`config.mk`:
```
export PLATFORM = sky130hd
export DESIGN_NAME = vector_element_sequencer_flat
export DESIGN_NICKNAME = d
export VERILOG_FILES = /design/src/rtl/vector_element_sequencer_pkg.sv /design/src/rtl/vector_element_sequencer_if.sv /design/src/rtl/vector_element_sequencer.sv /design/src/flat_wrapper.sv
export SDC_FILE = /design/constraint.sdc
export NUM_CORES = 1
export LEC_CHECK = 0
export BUFFER_PORTS_ARGS = -buffer_cell sky130_fd_sc_hd__buf_4
export CORE_UTILIZATION = 35
export DETAILED_ROUTE_END_ITERATION = 10
export SLEW_MARGIN = 25
export SYNTH_ARGS = -nofsm -noshare
export SYNTH_HDL_FRONTEND = slang
export SYNTH_SLANG_ARGS = --single-unit
```
`constraint.sdc`:
```
create_clock -name CLK -period 6.1 [get_ports CLK]
set_input_delay 0.305 -clock CLK [delete_from_list [all_inputs] [get_ports CLK]]
set_output_delay 0.305 -clock CLK [all_outputs]
set_load 0.005 [all_outputs]
```
`src/rtl/vector_element_sequencer_pkg.sv`:
```
// Shared types and default sizing for the vector element sequencer and the
// lane datapath it feeds.
package vector_element_sequencer_pkg;

    localparam int SEQ_NUM_LANES = 2;
    localparam int SEQ_VL_W      = 8;

    typedef enum logic [0:0] {
        IDLE = 1'b0,
        RUN  = 1'b1
    } seq_state_t;

endpackage

```
`src/rtl/vector_element_sequencer_if.sv`:
```
// Element-group bus from the sequencer (seq side) to the execute lanes (lane side).
interface vector_element_sequencer_if
    import vector_element_sequencer_pkg::*;
#(
    parameter int NUM_LANES = SEQ_NUM_LANES,
    parameter int VL_W      = SEQ_VL_W
);

    logic                                busy;
    logic                                valid;
    logic [NUM_LANES-1:0][VL_W-1:0]      elem_offset;
    logic [NUM_LANES-1:0][VL_W-1:0]      vd_offset;
    logic [NUM_LANES-1:0]                lane_active;
    logic                                last;
    logic                                done;
    logic                                vstart_clear;

    modport seq (
        output busy, valid, elem_offset, vd_offset, lane_active, last, done, vstart_clear
    );

    modport lane (
        input busy, valid, elem_offset, vd_offset, lane_active, last, done, vstart_clear
    );

endinterface

```
`src/rtl/vector_element_sequencer.sv`:
```
// Walks a vector instruction's elements from vstart to vl in groups of NUM_LANES,
// driving registered per-lane offsets and completion pulses to the execute lanes.
module vector_element_sequencer
    import vector_element_sequencer_pkg::*;
#(
    parameter int NUM_LANES = SEQ_NUM_LANES,
    parameter int VL_W      = SEQ_VL_W
) (
    input  logic                    CLK,
    input  logic                    nRST,
    input  logic                    de_en,
    input  logic [VL_W-1:0]         vl,
    input  logic [VL_W-1:0]         vstart,
    input  logic                    vd_widen,
    input  logic                    stall,
    input  logic                    flush,
    vector_element_sequencer_if.seq seq_bus
);

    localparam logic [VL_W:0] LANES_EXT = (VL_W+1)'(NUM_LANES);

    seq_state_t                     state_r, state_s;
    logic [VL_W-1:0]                base_r, base_s;
    logic [VL_W-1:0]                vl_r, vl_s;
    logic                           widen_r, widen_s;
    logic                           last_grp_s;
    logic                           done_s;

    logic [NUM_LANES-1:0][VL_W-1:0] elem_s, vd_s;
    logic [NUM_LANES-1:0]           act_s;
    logic                           last_s;

    logic                           busy_r, valid_r, last_r, done_r, clr_r;
    logic [NUM_LANES-1:0][VL_W-1:0] elem_r, vd_r;
    logic [NUM_LANES-1:0]           act_r;

    // Extra MSB keeps base+NUM_LANES from wrapping when vl is near 2^VL_W-1.
    assign last_grp_s = (({1'b0, base_r} + LANES_EXT) >= {1'b0, vl_r});

    // Next-state logic: flush dominates, stall freezes, otherwise advance one group.
    always_comb begin
        state_s = state_r;
        base_s  = base_r;
        vl_s    = vl_r;
        widen_s = widen_r;
        done_s  = 1'b0;
        if (flush) begin
            state_s = IDLE;
        end else begin
            case (state_r)
                IDLE: begin
                    if (de_en) begin
                        if (vstart >= vl) begin
                            done_s = 1'b1;
                        end else begin
                            state_s = RUN;
                            base_s  = vstart;
                            vl_s    = vl;
                            widen_s = vd_widen;
                        end
                    end else begin
                        state_s = IDLE;
                    end
                end
                RUN: begin
                    if (stall) begin
                        state_s = RUN;
                    end else if (last_grp_s) begin
                        state_s = IDLE;
                        done_s  = 1'b1;
                    end else begin
                        base_s = base_r + VL_W'(NUM_LANES);
                    end
                end
                default: begin
                    state_s = IDLE;
                end
            endcase
        end
    end

    // Output-stage values for the group that will be presented next cycle.
    always_comb begin
        elem_s = '0;
        vd_s   = '0;
        act_s  = '0;
        last_s = 1'b0;
        if (state_s == RUN) begin
            for (int i = 0; i < NUM_LANES; i++) begin
                elem_s[i] = base_s + VL_W'(i);
                vd_s[i]   = widen_s ? {elem_s[i][VL_W-2:0], 1'b0} : elem_s[i];
                act_s[i]  = (({1'b0, base_s} + (VL_W+1)'(i)) < {1'b0, vl_s});
            end
            last_s = (({1'b0, base_s} + LANES_EXT) >= {1'b0, vl_s});
        end else begin
            last_s = 1'b0;
        end
    end

    // Control state and the latched instruction context.
    always_ff @(posedge CLK or negedge nRST) begin
        if (!nRST) begin
            state_r <= IDLE;
            base_r  <= '0;
            vl_r    <= '0;
            widen_r <= 1'b0;
        end else begin
            state_r <= state_s;
            base_r  <= base_s;
            vl_r    <= vl_s;
            widen_r <= widen_s;
        end
    end

    // Registered lane-facing outputs.
    always_ff @(posedge CLK or negedge nRST) begin
        if (!nRST) begin
            busy_r  <= 1'b0;
            valid_r <= 1'b0;
            last_r  <= 1'b0;
            done_r  <= 1'b0;
            clr_r   <= 1'b0;
            elem_r  <= '0;
            vd_r    <= '0;
            act_r   <= '0;
        end else begin
            busy_r  <= (state_s == RUN);
            valid_r <= (state_s == RUN);
            last_r  <= last_s;
            done_r  <= done_s;
            clr_r   <= done_s;
            elem_r  <= elem_s;
            vd_r    <= vd_s;
            act_r   <= act_s;
        end
    end

    assign seq_bus.busy         = busy_r;
    assign seq_bus.valid        = valid_r;
    assign seq_bus.last         = last_r;
    assign seq_bus.done         = done_r;
    assign seq_bus.vstart_clear = clr_r;
    assign seq_bus.elem_offset  = elem_r;
    assign seq_bus.vd_offset    = vd_r;
    assign seq_bus.lane_active  = act_r;

endmodule

```
`src/flat_wrapper.sv`:
```
// flat-port wrapper written by rule: the top's interface ports become plain ports
module vector_element_sequencer_flat import vector_element_sequencer_pkg::*;
#(
    parameter int NUM_LANES = SEQ_NUM_LANES,
    parameter int VL_W      = SEQ_VL_W
)
  (CLK, nRST, de_en, vl, vstart, vd_widen, stall, flush, seq_bus_busy, seq_bus_valid, seq_bus_elem_offset, seq_bus_vd_offset, seq_bus_lane_active, seq_bus_last, seq_bus_done, seq_bus_vstart_clear);
  vector_element_sequencer_if #(.NUM_LANES(NUM_LANES), .VL_W(VL_W)) seq_bus_i ();
  input  logic CLK;
  input  logic nRST;
  input  logic de_en;
  input  logic [VL_W-1:0] vl;
  input  logic [VL_W-1:0] vstart;
  input  logic vd_widen;
  input  logic stall;
  input  logic flush;
  output wire logic [$bits(seq_bus_i.busy)-1:0] seq_bus_busy;
  output wire logic [$bits(seq_bus_i.valid)-1:0] seq_bus_valid;
  output wire logic [$bits(seq_bus_i.elem_offset)-1:0] seq_bus_elem_offset;
  output wire logic [$bits(seq_bus_i.vd_offset)-1:0] seq_bus_vd_offset;
  output wire logic [$bits(seq_bus_i.lane_active)-1:0] seq_bus_lane_active;
  output wire logic [$bits(seq_bus_i.last)-1:0] seq_bus_last;
  output wire logic [$bits(seq_bus_i.done)-1:0] seq_bus_done;
  output wire logic [$bits(seq_bus_i.vstart_clear)-1:0] seq_bus_vstart_clear;
  assign seq_bus_busy = seq_bus_i.busy;
  assign seq_bus_valid = seq_bus_i.valid;
  assign seq_bus_elem_offset = seq_bus_i.elem_offset;
  assign seq_bus_vd_offset = seq_bus_i.vd_offset;
  assign seq_bus_lane_active = seq_bus_i.lane_active;
  assign seq_bus_last = seq_bus_i.last;
  assign seq_bus_done = seq_bus_i.done;
  assign seq_bus_vstart_clear = seq_bus_i.vstart_clear;
  vector_element_sequencer #(.NUM_LANES(NUM_LANES), .VL_W(VL_W)) u_core (.CLK(CLK), .nRST(nRST), .de_en(de_en), .vl(vl), .vstart(vstart), .vd_widen(vd_widen), .stall(stall), .flush(flush), .seq_bus(seq_bus_i));
endmodule
```
==> Yosys cells after proc, flatten, opt, wreduce, memory -nomap -nowiden <==
Cells that the tools add are included.
{ "classes": {"muxes": 32, "add_sub_neg": 5, "order_cmp": 5, "bitwise_logic": 1} }
{ "op_table": {"columns": ["op", "count"], "rows": [
  ["$mux 8", 11],
  ["$mux 16", 2],
  ["$add 8x2->9 const B", 2],
  ["$ge 9x8->1", 2],
  ["$pmux 8 s2", 1],
  ["$mux 1", 15],
  ["$add 8x1->9 const B", 1],
  ["$lt 9x8->1", 1],
  ["$add 8x1->8 const B", 1],
  ["$add 8x2->8 const B", 1],
  ["$ge 8x8->1", 1],
  ["$lt 8x8->1", 1],
  ["$pmux 1 s2", 2],
  ["$mux 2", 1],
  ["$not 1->1", 1]
]} }
{ "totals": {"output_inout_bits": 39, "wordCells": 54, "register_bits": 54} }

==> Depth between registers and ports, before layout <==
{ "logic_depth": {"word_depth": 9, "mapped_depth": 24, "mapped_depth_nobuf": 23} }

==> Worst setup path after synthesis <==
Ideal clock, no wire load.
{ "synth_path": {"path_kind": "reg2reg", "start": "reg u_core.base_r[1]", "end": "reg u_core.act_r[1], in the netlist u_core.seq_bus.lane_active[1]", "arrival_ps": 4438, "path_stages_with_launch": 24, "slack_ps": 1596, "path_cell_list": "dfrtp_1 -> ha_1 -> nand3_1 -> xnor2_1 -> ha_1 -> o21a_1 -> nor2_1 -> o41ai_4 -> or2_2 -> mux2i_1 -> o21ai_1 -> inv_1 -> ha_1 -> xnor2_1 -> inv_1 -> ha_1 -> o21a_1 -> o21a_1 -> o21a_1 -> o21a_1 -> o21ai_0 -> nand2b_1 -> a211oi_1 -> o31a_1"} }
{ "synth_between": {"elab_chain_cells": 9, "word_cells_on_any_way": 16, "cone_classes": "add/sub (3); order compare (2); mux (11)"} }
{ "synth_lines": {"columns": ["item", "line", "rtl"], "rows": [
  ["start: declaration", "vector_element_sequencer.sv:23", "logic [VL_W-1:0] base_r, base_s;"],
  ["start signal: assignment", "vector_element_sequencer.sv:109", "base_r <= base_s;"],
  ["$add 8x2->9", "vector_element_sequencer.sv:38", "assign last_grp_s = (({1'b0, base_r} + LANES_EXT) >= {1'b0, vl_r});"],
  ["$ge 9x8->1", "vector_element_sequencer.sv:38", null],
  ["$mux 8", "vector_element_sequencer.sv:68", "end else if (last_grp_s) begin"],
  ["$mux 8", "vector_element_sequencer.sv:66", "if (stall) begin"],
  ["$pmux 8 s2", "vector_element_sequencer.sv:50", "case (state_r)"],
  ["$mux 8", "vector_element_sequencer.sv:47", "if (flush) begin"],
  ["$add 8x1->9", "vector_element_sequencer.sv:92", "act_s[i] = (({1'b0, base_s} + (VL_W+1)'(i)) < {1'b0, vl_s});"],
  ["$lt 9x8->1", "vector_element_sequencer.sv:92", null],
  ["$mux 2 (*)", "vector_element_sequencer.sv:88", "if (state_s == RUN) begin"],
  ["via u_core.act_s[1]", "vector_element_sequencer.sv:30", "logic [NUM_LANES-1:0] act_s;"],
  ["end signal: assignment", "vector_element_sequencer.sv:134", "act_r <= act_s;"],
  ["end: declaration", "vector_element_sequencer.sv:35", "logic [NUM_LANES-1:0] act_r;"]
]} }
The timed path passes the listed nets; every way through them passes the cells marked *.

==> Final worst setup path <==
Same ends and word-level chain as after synthesis.

==> impl_metrics.toml <==
[status]
outcome = "completed"

[logic_synthesis]
yosys_warnings = 0
synth-edff-count = 0
syn_area_sq_um = 3550
yosysUniqueCellTypes = 68
yosys_most_used_dff = "dfrtp_1"
synthArstFlopShare = 1.00
ys_seq_area_frac = 0.381
synth_cells = 367
synth_fp_nets = 429
synth-seq-cells = 54
syn_area_per_cell_sq_um = 9.67

[pwr]
powerDensity_nw_per_um2 = 450
p_leak_nw = 2.09
peakVddDrop_uv = 127
power.total_w = 0.00190

[routing]
drtIter0Drc = 88
routed_wirelength_um = 8820
detail_route.first_pass.iterations = 4
ant_nets = 0
drc = 0
vias = 2816
via_per_inst = 5.04
wl_per_cell_um = 15.8

[floorplanning]
die_width_um = 103
io_pins = 61
die_h_um = 103
dieArea_sq_um = 10500
start_util = 0.361
core_sq_um = 9820
std_cell_rows = 36

[sta]
fmax_ghz = 0.196
tns_ns = 0
relSlewSlack = 0.545
worst_slew_pin_slew_ns = 0.679
skew_ns = 0.0109
min_period_over_period = 0.835
grt_setup_unrepaired = "false"
hold_viol_final = 0
min_period_ns = 5.10
setup_violations = 0
slew_viol_final = 0

[global_route]
globalRoute.totalOverflow = 0
grt_usage = 0.180
grt_max_degree = 55
antenna_found_initial = 0
grt_pass1_vias = 2768
grt_pass1_wl_um = 14100

[layout]
final_cell_mix = "buf_4 (65), dfrtp_1 (54), nor2_1 (40), ha_1 (40), inv_1 (39)"
layout.area.seq_sq_um = 1350
layout_commonest_cell = "buf_4"
antenna_cells = 0
drive_gt1_frac = 0.232
final.fill_count = 1009
nNetsFinal = 487
final_core_util = 0.431
syn_to_final_growth_pct = 19.1
multi_input_comb_area_sq_um = 1960

[clocking]
cts.clk_slew.worst_paths_ns = 0.11
cts_num_sinks = 54
tritoncts = "built"
clk_latency_ns = 0.32
post_cts_buffers = 0
ctsHoldBuffers = 0
ctsResizeCount = 0
clk_path_buf_depth = 2
cts_root_buffer = "clkbuf_8"
cts_made_buffers = 5
htreeDepth = 2

[placement]
place_hpwl_um = 6700
port_buffers = 60
place_congestion = 0.906

[critical_path]
path_class = "reg -> reg"
cp_max_fo = 9
start_kind = "flip-flop"
cp.arrival_ns = 5.36
rrSetupSlack_ns = 1.00
worstPathRequired_ns = 6.36
end_kind = "flip-flop"

[hold_path]
hp-class = "in -> async"

[job]
max_cap_violations = 0
## worst max-delay path: stages (launching register included)
cell and delay (ns):
dfrtp_1 0.48, ha_1 0.24, nand3_1 0.17, xnor2_1 0.17, ha_1 0.30, o21a_1 0.12, nor2_1 0.06, o41ai_4 0.55
or2_2 0.22, mux2i_1 0.07, o21ai_1 0.46, inv_1 0.09, ha_1 0.25, xnor2_1 0.30, inv_1 0.08, ha_1 0.27
o21a_1 0.10, o21a_1 0.16, o21a_1 0.16, o21a_1 0.15, o21ai_0 0.14, nand2b_1 0.07, a211oi_1 0.24, o31a_1 0.17
## per-layer routing
| layer | part of all wire | global-route usage | wire length, um |
|---|---|---|---|
| met1 | 0.46 | 0.235 | 4060 |
| met2 | 0.48 | 0.313 | 4230 |
| met3 | 0.047 | 0.0271 | 412 |
| met4 | 0.013 | 0.0440 | 117 |
| met5 | 0 | 0 | 0 |
## layout make-up
| cell class | count | area share |
|---|---|---|
| clock inverters | 3 | 0.00680 |
| multi-input cells | 256 | 0.464 |
| clock buffers | 5 | 0.0163 |
| flip-flops and latches | 54 | 0.320 |
| repair buffers | 65 | 0.115 |
| inverters | 43 | 0.0382 |
| well taps | 133 | 0.0393 |
## flip-flops by register name, summed over array words and instances (netlist names)
name,count
u_core.vl_r,8
u_core.seq_bus.lane_active,2
u_core.seq_bus.done,1
u_core.seq_bus.vd_offset,16
u_core.state_r,1
u_core.base_r,8
u_core.seq_bus.last,1
u_core.seq_bus.elem_offset,16
u_core.widen_r,1
## report_power, final
group          switching [W]  leakage (nW)  internal (W)
Clock               0.000138        0.0502     0.0000856
Combinational       0.000664          1.34      0.000492
Sequential         0.0000687         0.701      0.000453
## path summary, 6_finish.rpt
kind / cells after the start / from / endpoint
max: 23 / u_core.base_r[1]$_DFF_PN0_ / u_core.seq_bus.lane_active[1]$_DFF_PN0_
min: 1 / nRST / u_core.seq_bus.elem_offset[11]$_DFF_PN0_
max reg2reg: 23 / u_core.base_r[1]$_DFF_PN0_ / u_core.seq_bus.lane_active[1]$_DFF_PN0_
min reg2reg: 1 / u_core.vl_r[0]$_DFF_PN0_ / u_core.vl_r[0]$_DFF_PN0_
max in group asynchronous: 1 / nRST / u_core.seq_bus.lane_active[1]$_DFF_PN0_
min in group CLK: 2 / flush / u_core.seq_bus.done$_DFF_PN0_
## cell families after synthesis
| group | count (synthesis) | synth area share |
|---|---|---|
| AO/OA/AOI/OAI | 79 | 0.183 |
| flip-flops | 54 | 0.381 |
| AND/OR/NAND/NOR | 114 | 0.166 |
| adder cells (fa/ha/maj) | 41 | 0.144 |
| buffers and inverters | 57 | 0.0673 |
| XOR/XNOR | 16 | 0.0416 |
| multiplexers | 6 | 0.0173 |
## through the flow
stage          cell area (sq um)  hold slack, ns  instances  setup slack [ns]
2_1_floorplan               3550         0.00941        367              1.60
3_3_place_gp                4130           0.390        551              1.19
3_5_place_dp                4130           0.399        551              1.06
4_1_cts                     4230          0.0478        559              1.01
5_1_grt                     4230          0.0708        559             0.474
6_report                    4230          0.0157        559              1.00
## cell usage after synthesis, drive strengths merged, types with 2 or more instances
cell / instances / area, sq um
dfrtp: 54 / 1350
inv: 42 / 158
nor2: 42 / 163
ha: 40 / 500
nand2: 22 / 82.6
a21oi: 16 / 83.8
o21a: 14 / 105
xnor2: 10 / 87.6
a211oi: 9 / 82.6
nand2b: 8 / 57.6
nand3: 8 / 40.0
nor3: 8 / 56.3
buf: 7 / 51.3
clkbuf: 7 / 26.3
o21ai: 7 / 38.8
xor2: 6 / 60.1
and2: 5 / 31.3
mux2i: 5 / 50.1
a2111oi: 4 / 55.1
a21o: 4 / 30.0
o31ai: 4 / 35.0
nand4: 3 / 18.8
nor4: 3 / 33.8
o311a: 3 / 30.0
o311ai: 3 / 26.3
o31a: 3 / 26.3
or2: 3 / 18.8
and3: 2 / 12.5
and4: 2 / 20.0
nor2b: 2 / 12.5
o41ai: 2 / 36.3
or3: 2 / 12.5
No activity file was read; power rests on OpenSTA's default activity.
